File: src/rtl/rx_dcoffset_trim_if.sv
// Sample and serial-control bundle for rx_dcoffset_trim.
// master drives samples and register writes; slave is the trim block.
interface rx_dcoffset_trim_if #(
  parameter int WIDTH = 16
);
  logic [6:0]              serial_addr;
  logic [31:0]             serial_data;
  logic                    serial_strobe;
  logic                    in_strobe;
  logic signed [WIDTH-1:0] in;
  logic                    out_strobe;
  logic signed [WIDTH-1:0] out;
  logic signed [WIDTH-1:0] offset_rb;

  modport master (
    output serial_addr, serial_data, serial_strobe, in_strobe, in,
    input  out_strobe, out, offset_rb
  );

  modport slave (
    input  serial_addr, serial_data, serial_strobe, in_strobe, in,
    output out_strobe, out, offset_rb
  );
endinterface

File: src/rtl/rx_dcoffset_trim.sv
// RX DC offset trim: subtracts a running (or host-frozen) offset estimate
// from each strobed ADC sample and saturates the result to WIDTH bits.
// The estimate is the integer part of a first-order integrator whose
// fractional tail is ALPHA_SHIFT bits, giving a 2^ALPHA_SHIFT time constant.
module rx_dcoffset_trim #(
  parameter int         WIDTH       = 16,
  parameter int         ALPHA_SHIFT = 12,
  parameter logic [6:0] ADDR        = 7'd0
) (
  input logic              clock,
  input logic              reset,
  rx_dcoffset_trim_if.slave bus
);
  localparam int AW     = WIDTH + ALPHA_SHIFT;
  localparam int STAGES = 1;

  localparam logic signed [WIDTH-1:0] SMAX = {1'b0, {(WIDTH-1){1'b1}}};
  localparam logic signed [WIDTH-1:0] SMIN = {1'b1, {(WIDTH-1){1'b0}}};
  localparam logic signed [AW-1:0]    AMAX = {1'b0, {(AW-1){1'b1}}};
  localparam logic signed [AW-1:0]    AMIN = {1'b1, {(AW-1){1'b0}}};

  // Decoded control-word write.
  typedef struct packed {
    logic                    wr;
    logic                    frz;
    logic signed [WIDTH-1:0] val;
  } cfg_wr_t;

  cfg_wr_t                 cw;
  logic signed [AW-1:0]    acc;
  logic signed [AW-1:0]    acc_nxt;
  logic                    freeze;
  logic signed [WIDTH-1:0] offset;
  logic signed [WIDTH:0]   diff;
  logic signed [WIDTH-1:0] clip;
  logic signed [AW:0]      sum;
  logic signed [WIDTH-1:0] out_r;
  logic [STAGES:0]         vld_pipe;

  // Bits between WIDTH and the freeze flag carry no meaning here.
  logic unused_data;
  assign unused_data = ^bus.serial_data[30:WIDTH];

  // Decode a write aimed at this block's register address.
  always_comb begin
    cw.wr  = bus.serial_strobe && (bus.serial_addr == ADDR);
    cw.frz = bus.serial_data[31];
    cw.val = bus.serial_data[WIDTH-1:0];
  end

  // Integer part of the integrator is the live offset estimate.
  assign offset = acc[AW-1:ALPHA_SHIFT];

  // One extra bit keeps in - offset exact before clipping.
  assign diff = {bus.in[WIDTH-1], bus.in} - {offset[WIDTH-1], offset};

  // Saturate the corrected sample back into WIDTH bits.
  always_comb begin
    clip = diff[WIDTH-1:0];
    if (diff[WIDTH] != diff[WIDTH-1])
      clip = diff[WIDTH] ? SMIN : SMAX;
  end

  // Integrator step on the clipped error; pinned at the rails, never wraps.
  assign sum = {acc[AW-1], acc} + {{(ALPHA_SHIFT+1){clip[WIDTH-1]}}, clip};

  always_comb begin
    acc_nxt = sum[AW-1:0];
    if (sum[AW] != sum[AW-1])
      acc_nxt = sum[AW] ? AMIN : AMAX;
  end

  // Host load beats tracking; the sample in the same cycle already used the old offset.
  always_ff @(posedge clock or posedge reset) begin
    if (reset) begin
      acc    <= '0;
      freeze <= 1'b0;
    end else if (cw.wr) begin
      acc    <= {cw.val, {ALPHA_SHIFT{1'b0}}};
      freeze <= cw.frz;
    end else if (bus.in_strobe && !freeze) begin
      acc    <= acc_nxt;
    end
  end

  // Valid travels alongside the single output register stage.
  assign vld_pipe[0] = bus.in_strobe;

  always_ff @(posedge clock or posedge reset) begin
    if (reset) vld_pipe[STAGES:1] <= '0;
    else       vld_pipe[STAGES:1] <= vld_pipe[STAGES-1:0];
  end

  // Output register captures only on a strobe and holds otherwise.
  always_ff @(posedge clock or posedge reset) begin
    if (reset)             out_r <= '0;
    else if (vld_pipe[0])  out_r <= clip;
  end

  assign bus.out        = out_r;
  assign bus.out_strobe = vld_pipe[STAGES];
  assign bus.offset_rb  = offset;
endmodule

File: src/flat_wrapper.sv
// flat-port wrapper written by rule: the top's interface ports become plain ports
module rx_dcoffset_trim_flat 
#(
  parameter int         WIDTH       = 16,
  parameter int         ALPHA_SHIFT = 12,
  parameter logic [6:0] ADDR        = 7'd0
)
  (clock, reset, bus_serial_addr, bus_serial_data, bus_serial_strobe, bus_in_strobe, bus_in, bus_out_strobe, bus_out, bus_offset_rb);
  rx_dcoffset_trim_if #(.WIDTH(WIDTH)) bus_i ();
  input logic clock;
  input logic reset;
  input wire logic [$bits(bus_i.serial_addr)-1:0] bus_serial_addr;
  input wire logic [$bits(bus_i.serial_data)-1:0] bus_serial_data;
  input wire logic [$bits(bus_i.serial_strobe)-1:0] bus_serial_strobe;
  input wire logic [$bits(bus_i.in_strobe)-1:0] bus_in_strobe;
  input wire logic [$bits(bus_i.in)-1:0] bus_in;
  output wire logic [$bits(bus_i.out_strobe)-1:0] bus_out_strobe;
  output wire logic [$bits(bus_i.out)-1:0] bus_out;
  output wire logic [$bits(bus_i.offset_rb)-1:0] bus_offset_rb;
  assign bus_i.serial_addr = bus_serial_addr;
  assign bus_i.serial_data = bus_serial_data;
  assign bus_i.serial_strobe = bus_serial_strobe;
  assign bus_i.in_strobe = bus_in_strobe;
  assign bus_i.in = bus_in;
  assign bus_out_strobe = bus_i.out_strobe;
  assign bus_out = bus_i.out;
  assign bus_offset_rb = bus_i.offset_rb;
  rx_dcoffset_trim #(.WIDTH(WIDTH), .ALPHA_SHIFT(ALPHA_SHIFT), .ADDR(ADDR)) u_core (.clock(clock), .reset(reset), .bus(bus_i));
endmodule
File: config.mk
export PLATFORM = sky130hd
export DESIGN_NAME = rx_dcoffset_trim_flat
export DESIGN_NICKNAME = d
export VERILOG_FILES = /design/src/rtl/rx_dcoffset_trim_if.sv /design/src/rtl/rx_dcoffset_trim.sv /design/src/flat_wrapper.sv
export SDC_FILE = /design/constraint.sdc
export NUM_CORES = 1
export LEC_CHECK = 0
export ABC_AREA = 1
export BUFFER_PORTS_ARGS = -buffer_cell sky130_fd_sc_hd__clkbuf_2
export CAP_MARGIN = 30
export CORE_ASPECT_RATIO = 1.1
export CORE_UTILIZATION = 30
export CTS_BUF_LIST = sky130_fd_sc_hd__clkbuf_2 sky130_fd_sc_hd__clkbuf_4 sky130_fd_sc_hd__clkbuf_8
export DETAILED_ROUTE_END_ITERATION = 8
export GPL_ROUTABILITY_DRIVEN = 0
export PLACE_DENSITY_LB_ADDON = 0.25
export SLEW_MARGIN = 20
export SYNTH_ARGS = -nofsm -noshare
export SYNTH_HDL_FRONTEND = slang
export SYNTH_SLANG_ARGS = --single-unit
File: constraint.sdc
create_clock -name clock -period 6.1 [get_ports clock]
set_input_delay 0.305 -clock clock [delete_from_list [all_inputs] [get_ports clock]]
set_output_delay 0.305 -clock clock [all_outputs]
set_load 0.02 [all_outputs]
# ---- Word-level counts from Yosys, hierarchy flattened
# Cells that the tools add are included.
dict set report word_totals {
  reg_bits 46
}
dict set report classes {
  add_sub_neg 2
  n_eq_ne 2
  muxes 6
  n_reduce_logical 5
}
# operator n
set op_table {}
lappend op_table {{two-way mux 28 bit} 4}
lappend op_table {{two-way mux 16 bit} 2}
lappend op_table {{adder 28 x 16 -> 29 bit} 1}
lappend op_table {{subtractor 16 x 16 -> 17 bit} 1}
lappend op_table {{zero test 7 bit} 1}
lappend op_table {{logical AND 1 bit} 2}
lappend op_table {{inequality test 1 bit} 2}
lappend op_table {{nonzero test 2 bit} 1}
lappend op_table {{zero test 1 bit} 1}

# ---- Logic depth before layout (Yosys ltp)
dict set report depth {
  depth_word 8
  ltp_mapped 36
}

# ---- Worst setup path before layout
# No wires, ideal clock.
dict set report synth_timing {
  path_kind {register to register}
  startpoint {register u_core.acc[12]}
  endpoint {register u_core.acc[21]}
  setup_ns 0.116
  arrival_time_ns 4.223
  required_time_ns 5.984
  path_slack_ns 1.760
  stages_incl_launch_ff 30
  n_path_buf 2
  cell_sequence {dfrtp_1 -> ha_1 -> fa_1 -> inv_1 -> a21oi_1 -> o21bai_2 -> nand3_1 -> nand2_1 -> nand2_1 -> and2_1 -> ha_1 -> inv_1 -> clkbuf_1 -> o21ai_0 -> nand2_1 -> inv_1 -> ha_1 -> nand2_1 -> inv_1 -> a21oi_1 -> nand3_1 -> nand2_1 -> nand2_1 -> nand2_1 -> nand2_2 -> a21oi_4 -> buf_6 -> nand2_1 -> nand2_1 -> nand2_1}
}
dict set report synth_via {
  elab_chain_cells 8
  word_cells_on_any_way 10
  classes_between {add/sub (2); eq/ne (2); mux (6)}
}
# item line
set synth_rtl {}
lappend synth_rtl {{from (decl)} rx_dcoffset_trim.sv:30} ;# logic signed [AW-1:0] acc;
lappend synth_rtl {{from (signal assigned)} rx_dcoffset_trim.sv:79} ;# acc <= {cw.val, {ALPHA_SHIFT{1'b0}}};
lappend synth_rtl {{from (signal assigned)} rx_dcoffset_trim.sv:82} ;# acc <= acc_nxt;
lappend synth_rtl {{subtractor 16 x 16 -> 17 bit *} rx_dcoffset_trim.sv:55} ;# assign diff = {bus.in[WIDTH-1], bus.in} - {offset[WIDTH-1], offset};
lappend synth_rtl {{two-way mux 16 bit or inequality test 1 bit (tied branches)} {rx_dcoffset_trim.sv:61, rx_dcoffset_trim.sv:60}}
lappend synth_rtl {{two-way mux 16 bit *} rx_dcoffset_trim.sv:60} ;# if (diff[WIDTH] != diff[WIDTH-1])
lappend synth_rtl {{named net u_core.clip[9]} rx_dcoffset_trim.sv:35} ;# logic signed [WIDTH-1:0] clip;
lappend synth_rtl {{adder 28 x 16 -> 29 bit *} rx_dcoffset_trim.sv:65} ;# assign sum = {acc[AW-1], acc} + {{(ALPHA_SHIFT+1){clip[WIDTH-1]}}, clip};
lappend synth_rtl {{two-way mux 28 bit or inequality test 1 bit (tied branches)} {rx_dcoffset_trim.sv:70, rx_dcoffset_trim.sv:69}}
lappend synth_rtl {{two-way mux 28 bit *} rx_dcoffset_trim.sv:69} ;# if (sum[AW] != sum[AW-1])
lappend synth_rtl {{two-way mux 28 bit *} rx_dcoffset_trim.sv:81} ;# end else if (bus.in_strobe && !freeze) begin
lappend synth_rtl {{two-way mux 28 bit *} rx_dcoffset_trim.sv:78} ;# end else if (cw.wr) begin
# Mark *: on every way through the listed nets, which the timed path passes. The rest lies on a longest branch. The select of a mux whose other input is x is not followed.
# A chain may end at the register's enable or synchronous reset.

# ---- Worst setup path after layout
dict set report layout_timing {
  startpoint {register u_core.acc[14]}
  endpoint {register u_core.acc[11]}
}
# Same word-level chain as after synthesis.

==> summary.md <==
| Metric | Value |
|---|---|
| Area fraction of the dominant cell type after synthesis | `0.221` |
| Cell taking the most area after synthesis | `nand2_1` |
| Remaining antenna violation count | `0` |
| Final worst-path cycle share | `0.926` |
| Yosys synthesis warning count | `0` |
| Syn_area_per_cell | `just over 6 um^2` |
| Hold buffer count at CTS | `0` |
| Core area | `0.0172 mm^2` |
| Fin cells | `1,161` |
| Synth area leaders | `nand2_1 22%, dfrtp_1 22%, ha_1 11%, inv_1 9.6%, nand3_1 5.5%` |
| Worst Tran Pin Value | `between 600 and 700 ps` |
| Status | `completed` |
| Ant diodes | `0` |
| Vias per std cell | `4.56` |
| CP max-delay cell | `dfrtp_1` |
| Starting Density | `0.309` |
| Number of synthesized flops with an enable pin | `0` |
| Clk pin slew, worst setup/hold paths | `between 100 and 150 ps` |
| Final TNS setup | `0 ps` |
| DRC viols | `0` |
| Final min period | `roughly 5600 ps` |
| Synth Area in Compound Gates | `0.123` |
| Distinct cells, synth | `40` |
| Mux share of post-synthesis cell area | `0` |
| TritonRoute pass-1 iters | `5` |
| Startpoint class of the critical path | `flop` |
| # fillers | `between 1,500 and 2,000` |
| Synth Register Bits | `between 40 and 50` |
| Max Fclk | `177 MHz` |
| CTS Buffer Depth | `2` |
| Seq/Total Area, Yosys | `0.216` |
| Mapped Cells | `864` |
| Post-Synth Simple-Gate Area | `0.372` |
| Fin nets | `1,034` |
| Htree depth | `2` |
| Hold Crit Class | `primary input to asynchronous set/reset pin` |
| RSZ-0062 raised after global routing | `false` |
| Uppermost layer routed | `met4` |
| Layout area overhead | `12.5%` |
| Antenna violations before repair | `0` |
| Clock Latency Late Sink | `between 300 and 400 ps` |
| Global-route wire length before repair | `25.2 mm` |
| WL met2 | `7.00 mm` |
| Xor-xnor portion of the synthesized cell area | `0.0345` |
| Critical path fanouts, max | `12` |
| TritonCTS clock tree | `built` |
| CP endpoint kind | `flop` |
| CTS root buf | `clkbuf_8` |
| Mapped Area | `0.00532 mm^2` |
| Die W | `between 100 and 150 um` |
| Asr flop ratio synth | `1.00` |
| Layout cells sized above 1 | `0.147` |
| Max_cap viols | `0` |
| Routed vias | `5,295` |
| Clock Skew | `15.3 ps` |
| Largest net degree at the start of global routing | `29` |
| Most frequent cells in the layout | `314 x nand2_1, 135 x inv_1, 76 x clkbuf_2, 61 x nor2_1, 58 x nand3_1` |
| Grt ovf | `0` |
| Slew HR | `0.544` |
| Most used DFF post-synth | `dfrtp_1` |
| CTS Buf Count | `5` |
| Wire per inst | `13.7 um` |
| DRT iter0 DRCs | `253` |
| CP Class | `flop to flop` |
| Total GRT Usage | `0.179` |
| Largest family of logic cells by synthesized area | `simple AND/OR/NAND/NOR gates` |
| Most common cell type on the critical path | `nand2_1` |
| Fin. Hold Viols | `0` |
| Number of global-route vias before repair | `4,901` |
| Final number of max-transition violations | `0` |
| Detail Placement HPWL | `around 13 mm` |
| Wire length on met1 | `7.91 mm` |
| Placed insts | `1,151` |
| CP peak stage delay | `450 ps` |
| Sink Count | `46` |
| Most common cell after layout, fill and taps aside | `nand2_1` |
| Net Count, Synth | `around 970` |
| Met3 Wirelength | `799 um` |
| Final wirelength | `around 16 mm` |
| Adder-Cell Fraction of Synth Area | `0.118` |
| WP data required | `6320 ps` |
| CP Data Arrival Time | `slightly below 6000 ps` |
| Die area | `0.0183 mm^2` |
| Row cnt | `50` |
| Die Y | `142 um` |
| Number of I/O port buffers | `76` |
| Io pins | `92` |
| Final setup viols | `0` |
[synth_stat cells, drive strengths merged (3+ instances only)]
cell type and n:
dfrtp 46, inv 137, o21bai 8, buf 25, nand2 326, xor2 19, clkbuf 6, ha 47
nand3 61, or2 3, o21ai 46, a21oi 43, nor2 64, a21o 3, nand4 7, nor3 8
and2 3
[sequential cells by signal (all words and copies together) (netlist names)]
name	cells
u_core.bus.out	16
u_core.freeze	1
u_core.acc	28
u_core.bus.out_strobe	1
[critical path: cells and delay by family (launching register included)]
kind	cells	cell delay [ps]
AO/OA/AOI/OAI	6	1330
XOR/XNOR	1	220
flip-flops	1	450
adder cells (fa/ha/maj)	3	1050
buffers and inverters	5	650
AND/OR/NAND/NOR	13	1840
[final timing paths]
| kind | start | to | slack, ps | depth (start not counted) |
|---|---|---|---|---|
| min in group clock | bus_serial_data[15] | u_core.acc[27]$_DFFE_PP0P_ | 190 | 3 |
| worst max register to register | u_core.acc[14]$_DFFE_PP0P_ | u_core.acc[11]$_DFFE_PP0P_ | 450 | 28 |
| worst min register to register | u_core.bus.out[4]$_DFFE_PP0P_ | u_core.bus.out[4]$_DFFE_PP0P_ | 490 | 2 |
| worst max-delay path | u_core.acc[14]$_DFFE_PP0P_ | u_core.acc[11]$_DFFE_PP0P_ | 450 | 28 |
| worst min-delay path | reset | u_core.acc[5]$_DFFE_PP0P_ | 60 | 2 |
| max in group asynchronous | reset | u_core.acc[15]$_DFFE_PP0P_ | 5500 | 3 |
[layer usage]
layer  vias up  track usage
met5         -            0
met4         0       0.0272
met3        11       0.0253
met2       150        0.292
met1      2320        0.252
li1       2814            -
[layout make-up]
class,instances,area (um^2),share of cell area
Sequential cell,46,1150,0.192
Multi-Input combinational cell,650,3450,0.576
Tap cell,234,293,0.0489
Clock buffer,5,68.8,0.0115
Clock inverter,3,25.0,0.00418
Timing Repair Buffer,86,488,0.0815
Inverter,137,514,0.0859
[cells by family after synthesis]
kind of cell,Yosys count
compound gates,106
buf+inv,168
flops,46
xor+xnor,21
fa+ha+maj,49
simple gates,474
[stage by stage]
| step | setup slack (ps) | util | hold WS [ps] | instance area (um^2) |
|---|---|---|---|---|
| 2_1_floorplan | 1760 | - | 336 | 5320 |
| 3_3_place_gp | 551 | 0.339 | 467 | 5840 |
| 3_5_place_dp | 514 | 0.341 | 432 | 5870 |
| 4_1_cts | 494 | 0.346 | 78.8 | 5960 |
| 5_1_grt | 30.0 | 0.348 | 108 | 5990 |
| 6_report | 452 | 0.348 | 58.5 | 5990 |
[what timing repair did]
action,in CTS,in global routing
gates resized for setup,0,0
buffers inserted,0,2
setup endpoints to repair,0,4
Power is not shown: default switching activity piles up to over one toggle a cycle in this logic, so the estimate is an artifact.
